<file path="src/rtl/run_seq_pkg.sv">
// rtl/run_seq_pkg.sv - shared states and constants for the run sequencer
package run_seq_pkg;

    typedef enum logic [2:0] {
        ST_IDLE,
        ST_LOAD,
        ST_CLEAR,
        ST_RUN,
        ST_HALT
    } run_state_t;

    localparam logic [8:0] HALT_OPCODE = 9'b101100100;
    localparam int         MEM_AW      = 8;
    localparam int         MEM_DW      = 8;

endpackage

</file>
<file path="src/rtl/mem_port_mux.sv">
// rtl/mem_port_mux.sv - data-memory write port select between loader and core
module mem_port_mux
    import run_seq_pkg::*;
(
    input  logic              i_sel_loader,
    input  logic              i_sel_core,
    input  logic [MEM_AW-1:0] i_ld_addr,
    input  logic [MEM_DW-1:0] i_ld_data,
    input  logic              i_ld_we,
    input  logic [MEM_AW-1:0] i_core_addr,
    input  logic [MEM_DW-1:0] i_core_wdata,
    input  logic              i_core_we,
    output logic [MEM_AW-1:0] o_mem_addr,
    output logic [MEM_DW-1:0] o_mem_wdata,
    output logic              o_mem_we
);

    // Neither owner selected: the port is driven fully idle, not just write-disabled.
    always_comb begin
        o_mem_addr  = '0;
        o_mem_wdata = '0;
        o_mem_we    = 1'b0;
        if (i_sel_loader) begin
            o_mem_addr  = i_ld_addr;
            o_mem_wdata = i_ld_data;
            o_mem_we    = i_ld_we;
        end else if (i_sel_core) begin
            o_mem_addr  = i_core_addr;
            o_mem_wdata = i_core_wdata;
            o_mem_we    = i_core_we;
        end
    end

endmodule

</file>
<file path="src/rtl/run_sequencer.sv">
// rtl/run_sequencer.sv - preload, PC clear, run and halt/watchdog control for the core
module run_sequencer
    import run_seq_pkg::*;
#(
    parameter logic [8:0] HALT_INSTR = HALT_OPCODE,
    parameter int         WATCHDOG   = 4096
) (
    input  logic              clk,
    input  logic              reset,
    input  logic              start,
    input  logic [8:0]        instr,
    input  logic              ld_valid,
    input  logic              ld_last,
    input  logic [MEM_AW-1:0] ld_addr,
    input  logic [MEM_DW-1:0] ld_data,
    output logic              ld_ready,
    input  logic [MEM_AW-1:0] core_addr,
    input  logic [MEM_DW-1:0] core_wdata,
    input  logic              core_we,
    output logic [MEM_AW-1:0] mem_addr,
    output logic [MEM_DW-1:0] mem_wdata,
    output logic              mem_we,
    output logic              core_pc_clr,
    output logic              core_run,
    output logic              done,
    output logic              timeout,
    output logic [15:0]       cycle_count
);

    localparam logic [15:0] WD_LAST = 16'(WATCHDOG - 1);

    run_state_t  r_state;
    logic        r_done;
    logic        r_timeout;
    logic [15:0] r_cycle_count;

    logic w_in_load;
    logic w_in_run;
    logic w_is_halt;

    assign w_in_load = (r_state == ST_LOAD);
    assign w_in_run  = (r_state == ST_RUN);
    assign w_is_halt = (instr == HALT_INSTR);

    always_ff @(posedge clk or posedge reset) begin
        if (reset) begin
            r_state       <= ST_IDLE;
            r_done        <= 1'b0;
            r_timeout     <= 1'b0;
            r_cycle_count <= '0;
        end else begin
            case (r_state)
                ST_IDLE: begin
                    if (start) r_state <= ST_LOAD;
                end
                ST_LOAD: begin
                    if (ld_valid && ld_last) r_state <= ST_CLEAR;
                end
                ST_CLEAR: begin
                    r_cycle_count <= '0;
                    r_state       <= ST_RUN;
                end
                ST_RUN: begin
                    // The count covers the halt-detection cycle too; halt beats the watchdog.
                    r_cycle_count <= r_cycle_count + 16'd1;
                    if (w_is_halt) begin
                        r_done  <= 1'b1;
                        r_state <= ST_HALT;
                    end else if (r_cycle_count == WD_LAST) begin
                        r_done    <= 1'b1;
                        r_timeout <= 1'b1;
                        r_state   <= ST_HALT;
                    end
                end
                ST_HALT: begin
                    if (start) begin
                        r_done    <= 1'b0;
                        r_timeout <= 1'b0;
                        r_state   <= ST_LOAD;
                    end
                end
                default: r_state <= ST_IDLE;
            endcase
        end
    end

    assign ld_ready    = w_in_load;
    assign core_pc_clr = (r_state == ST_CLEAR);
    assign core_run    = w_in_run && !w_is_halt;
    assign done        = r_done;
    assign timeout     = r_timeout;
    assign cycle_count = r_cycle_count;

    mem_port_mux u_mem_port_mux (
        .i_sel_loader (w_in_load),
        .i_sel_core   (w_in_run),
        .i_ld_addr    (ld_addr),
        .i_ld_data    (ld_data),
        .i_ld_we      (ld_valid),
        .i_core_addr  (core_addr),
        .i_core_wdata (core_wdata),
        .i_core_we    (core_we),
        .o_mem_addr   (mem_addr),
        .o_mem_wdata  (mem_wdata),
        .o_mem_we     (mem_we)
    );

endmodule

</file>
<file path="config.mk">
export PLATFORM = sky130hd
export DESIGN_NAME = run_sequencer
export DESIGN_NICKNAME = d
export VERILOG_FILES = /design/src/rtl/run_seq_pkg.sv /design/src/rtl/mem_port_mux.sv /design/src/rtl/run_sequencer.sv
export SDC_FILE = /design/constraint.sdc
export NUM_CORES = 1
export LEC_CHECK = 0
export ABC_CLOCK_PERIOD_IN_PS = 1800
export BUFFER_PORTS_ARGS = -buffer_cell sky130_fd_sc_hd__buf_2
export CORE_MARGIN = 1
export CORE_UTILIZATION = 38
export DETAILED_ROUTE_END_ITERATION = 6
export GPL_ROUTABILITY_DRIVEN = 1
export PLACE_DENSITY_LB_ADDON = 0.05
export SKIP_CTS_REPAIR_TIMING = 1
export SYNTH_ARGS = -nofsm -noshare
export SYNTH_HDL_FRONTEND = slang
export SYNTH_SLANG_ARGS = --single-unit
</file>
<file path="constraint.sdc">
create_clock -name clk -period 1.8 [get_ports clk]
set_input_delay 0.09 -clock clk [delete_from_list [all_inputs] [get_ports clk]]
set_output_delay 0.09 -clock clk [all_outputs]
set_load 0.005 [all_outputs]
</file>
; ---- After elaboration in Yosys (flattened, before gate mapping)
; Index checks and enable logic that the tools add are counted.
[totals]
ff_bits = 21
input_bits = 47
output_inout_bits = 38
[op_classes]
add_sub_neg = 1
eq_ne = 12
mux = 18
reduce_logical = 10
[op_table]
columns = op, n
row1 = 8-bit two-way mux, 4
row2 = 16-bit one-hot mux with 2 select lines, 1
row3 = "16-bit by 1-bit adder with 16-bit output, second input constant", 1
row4 = "16-bit by 12-bit equality test with 1-bit output, second input constant", 1
row5 = 3-bit two-way mux, 4
row6 = 3-bit one-hot mux with 4 select lines, 1
row7 = "9-bit equality test, second input constant", 1
row8 = "3-bit by 2-bit equality test with 1-bit output, second input constant", 2
row9 = 1-bit two-way mux, 6
row10 = "2-bit by 1-bit != test with 1-bit output, second input constant", 3
row11 = 3-bit AND reduction, 2
row12 = "2-bit != test, second input constant", 2
row13 = 1-bit one-hot mux with 2 select lines, 2
row14 = 4-bit AND reduction, 1
row15 = 2-bit nonzero test, 2
row16 = "3-bit by 1-bit equality test with 1-bit output, second input constant", 1
row17 = "3-bit equality test, second input constant", 1
row18 = 3-bit zero test, 1
row19 = "3-bit by 1-bit != test with 1-bit output, second input constant", 1
row20 = 1-bit logical AND, 2
row21 = 2-bit OR reduction, 1
row22 = 1-bit zero test, 1

; ---- Depth between registers and ports, before layout
[logic_depth]
depth_word = 4
depth_mapped = 6

; ---- By module
; Synthesis repeated with hierarchy kept, for this count alone.
[unflattened]
hier_cells = 160
area_unflattened_um2 = 1396.3
[by_module_without_submodules]
columns = mod, instances, cells_per_inst, area_per_inst_um2, seq_area_each_um2
row1 = run_sequencer, 1, 135, 1187.4, 525.5
row2 = mem_port_mux, 1, 25, 209.0, 0.0

; ---- Least setup slack after synthesis
; OpenSTA, ideal clock, no wires.
[synth_timing]
path_type = reg-to-reg
startpoint = register r_cycle_count[0], in the netlist cycle_count[0]
endpoint = register r_cycle_count[14], in the netlist cycle_count[14]
setup_ns = 0.087
arrival_ns = 1.660
setup_slack_ns = 0.053
stages_incl_launch_ff = 6
path_buffers = 0
synth_period_minus_slack_ns = 1.747
cell_sequence = dfrtp_1 ha_1 nand4_2 nor4_1 or4b_1 o211ai_1
[synth_via]
elab_chain_len = 2
[synth_lines]
columns = item, line
row1 = start: declaration, run_sequencer.sv:35  ; logic [15:0] r_cycle_count;
row2 = start signal: assignment, run_sequencer.sv:65  ; r_cycle_count <= r_cycle_count + 16'd1;
row3 = 16-bit by 1-bit adder with 16-bit output, run_sequencer.sv:65
row4 = 16-bit one-hot mux with 2 select lines, run_sequencer.sv:52  ; case (r_state)
; No other way between the ends.
; A chain may end at the register's enable or synchronous reset.

; ---- Final worst setup path
[layout_timing]
startpoint = register r_cycle_count[1], in the netlist cycle_count[1]
endpoint = register r_cycle_count[14], in the netlist cycle_count[14]
; Same word-level chain as after synthesis.

==> results by group <==
Job
  • Max Cap Viol: 0

Route
  • Drt drc: 0
  • Via density: 5.36
  • Number of DRC markers in iteration 0: 58
  • Via count: around 1600
  • Drt total wl: between 4000 and 5000 um
  • Routed len/inst: roughly 14 um
  • DRT Pass-1 Iters: 4
  • Post-DRT Antenna Nets: 0

Setup path
  • Slowest-stage cell, CP: or4b_1
  • CP arrival: roughly 2.1 ns
  • Number of cells on the worst reg-to-reg path: 5
  • Critical path required time: 2.05 ns
  • Crit path cell chain: ha_1, nand4_2, nor4_1, or4b_1, o211ai_1
  • Crit Reg-Reg Endpoint: cycle_count[14]
  • Setup crit start kind: flip-flop
  • Buffers & Inverters on Critical Path: 0
  • Reg2reg setup slack: -0.04 ns
  • R2r startpoint: cycle_count[1]
  • Cell family with most CP delay: simple AND/OR/NAND/NOR gates
  • WS Path Type: flip-flop to flip-flop
  • Critical Path Fanout Max: 4
  • CP endpoint kind: flip-flop
  • Max stage delay on crit path: 0.50 ns

Synth
  • Distinct cells, synth: 41
  • Syn nets: around 190
  • Synthesized flop and latch total: 21
  • Seq/Total Area, Yosys: around two fifths
  • Synthesized area: ~1300 um^2
  • EDFF count, synth: 0
  • Commonest register cell after synthesis: dfrtp_1
  • Yosys warning count: 0
  • Syn Area/Cell: between 9 and 10 um^2
  • Synth Instances: about 140
  • Asr flop ratio synth: between 90% and 100%

Power
  • Clk pwr share: approximately a tenth
  • Register share of total power: between 20 and 30%
  • Static leakage: between 1 and 1.5 nW
  • NetSw: about 1.0 mW
  • Power Density: about 1200 nW/um^2
  • Peak VDD IR: roughly 0.67 mV
  • Internal: 1.49 mW
  • Switching part of the total: about 40%
  • Comb power frac: a little over three fifths

STA
  • Worst slew pin tran: 0.382 ns
  • Minimum clock period: about 1.8 ns
  • Final hold violation count: 0
  • Worst Skew: around 0.014 ns
  • Slew Viols, Final: 0
  • Tcrit/Tclk final: 102%
  • Max Fclk: 0.544 GHz
  • # setup viols final: 1
  • Final WS setup: -0.0389 ns
  • Headroom to the max-slew limit: roughly 74%

Die
  • Die height: slightly above 60 um
  • Starting density of the core: 39.7%
  • FP Rows: 21
  • Ports: 85
  • Core box area: 3360 um^2
  • DIE AREA: ~3800 um^2
  • Width of the die: between 60 and 70 um

Hold path
  • Hold Startpoint: ld_last
  • Hold crit path type: input pin to flip-flop
  • WHS Path Cells: 3
  • Worst Hold Path EP: r_state[1]

Cells and area
  • Layout cell share with drive strength beyond 1: a little over half
  • Final core occ: approximately 64%
  • Layout area overhead: 62.0%
  • Antenna Cells: 0
  • Final Instance Area: 2160 um^2
  • Fillers: about 300
  • # nets final: 308
  • Non-filler cells, final: a little over 300

GRT
  • Met1 GRT Util: between 20% and 30%
  • Initial antenna violation count: 0
  • GRT Overall Usage: slightly above 20%
  • GR Util met2: 36.5%
  • GRT Max-Usage Layer: met2
  • First-pass GRT wire length: a little under 6000 um
  • Largest net degree at the start of global routing: 22
  • Global route total overflow: 0
  • Vias in the first global route: ~1400
  • Met3 usage: around 3.4%

Clocking
  • CTS tree: built
  • Num CTS Buffers: 3
  • Clk_lat worst skew: ~0.32 ns
  • Clock transition at path regs: roughly 0.14 ns
  • Sink Count: 21
  • Clock tree buffer depth: 2
  • H-tree levels: 1
  • Root Buffer: clkbuf_4

Placed design
  • DP HPWL: 3090 um
  • Routability Congestion: ~0.85
  • Dpl cell area: between 1500 and 2000 um^2
  • PortBufs: 84
  • Placed Cells: roughly 290

Outcome
  • Outcome: complete, but fails checks
  • Violated checks: setup timing
-- flip-flops by register name, summed over array words and instances, names as in the netlist --
signal,cells
cycle_count,16
r_state,3
done,1
timeout,1
-- worst min-delay path: cells and delay by family --
family / cells / cell delay, ns
AO/OA/AOI/OAI: 2 / 0.19
buffers and inverters: 1 / 0.09
-- cell families (layout without fill, tap and decap cells) --
group,Yosys count,count (layout),synth area share (%)
compound gates,45,45,24.5
xor+xnor,4,4,2.62
fa+ha+maj,1,1,0.936
buf+inv,13,129,4.59
flops,21,21,39.3
mux,1,1,0.749
simple gates,58,58,27.2
-- layout by cell type, fill, tap and decap left out, drive strengths merged, types with 5 or more instances in the layout --
cell type and instances:
a21oi 7, nand3 7, clkbuf 5, nor3 5
dfrtp 21, o21ai 8, nand2 14, nor2 8
nor4 6, a22o 20, buf 115, inv 6
-- how the worst max path moves through the flow --
stage	depth (start not counted)	startpoint	end	slack (ns)
after floorplan	5	cycle_count[0]	cycle_count[14]	0.05
after global placement	7	cycle_count[0]	r_state[2]	0.07
after detailed placement	4	cycle_count[2]	cycle_count[15]	0.03
after CTS	6	r_state[2]	mem_addr[4]	-0.16
after global routing	5	cycle_count[1]	cycle_count[14]	-0.09
final	5	cycle_count[1]	cycle_count[14]	-0.04
-- Yosys cell counts (2+ instances only) --
cell type | n | area, um^2
dfrtp_1 | 21 | 526
a22o_1 | 19 | 166
nand2_1 | 14 | 52.6
nor2_1 | 8 | 30.0
o21ai_0 | 8 | 40.0
a21oi_1 | 7 | 35.0
inv_1 | 6 | 22.5
nand3_1 | 6 | 30.0
nor4_1 | 6 | 37.5
clkbuf_1 | 4 | 15.0
nor3_1 | 4 | 20.0
xnor2_1 | 4 | 35.0
or4_1 | 3 | 22.5
nand2b_1 | 2 | 12.5
nand3b_1 | 2 | 15.0
o211ai_1 | 2 | 15.0
o31ai_1 | 2 | 15.0
o41ai_1 | 2 | 17.5
-- final cells by class --
type	count	area (um^2)	share of cell area (%)
multi-input combinational	109	795	36.7
timing repair buffer	119	734	33.9
sequential	21	528	24.4
tap	46	57.6	2.66
clock buffer	3	22.5	1.04
inverter	6	22.5	1.04
clock inverter	1	5.00	0.231
-- power by group through the flow --
stage	logic, mW	clock network (mW)	registers [mW]
finish	1.58	0.245	0.672
global route	1.73	0.266	0.683
CTS	1.27	0.246	0.668
detailed placement	1.26	0	0.679
global placement	1.24	0	0.669
floorplan	0.714	0	0.652
-- per-layer routing --
| metal | share of wire [%] | wire length, um |
|---|---|---|
| met1 | 43 | 1820 |
| met2 | 51 | 2160 |
| met4 | 0.90 | 38 |
| met5 | 0 | 0 |
| met3 | 5.3 | 224 |
-- stage by stage --
step,total power [mW],setup TNS [ns],hold slack (ns),setup WS [ns]
5_1_grt,2.68,-0.114,0.117,-0.0887
6_report,2.50,-0.0389,0.0861,-0.0389
2_1_floorplan,1.37,0,0.0665,0.0529
4_1_cts,2.18,-2.16,-0.207,-0.164
3_3_place_gp,1.91,0,0.141,0.0745
3_5_place_dp,1.94,0,0.147,0.0327
(Power assumes the default switching activity.)
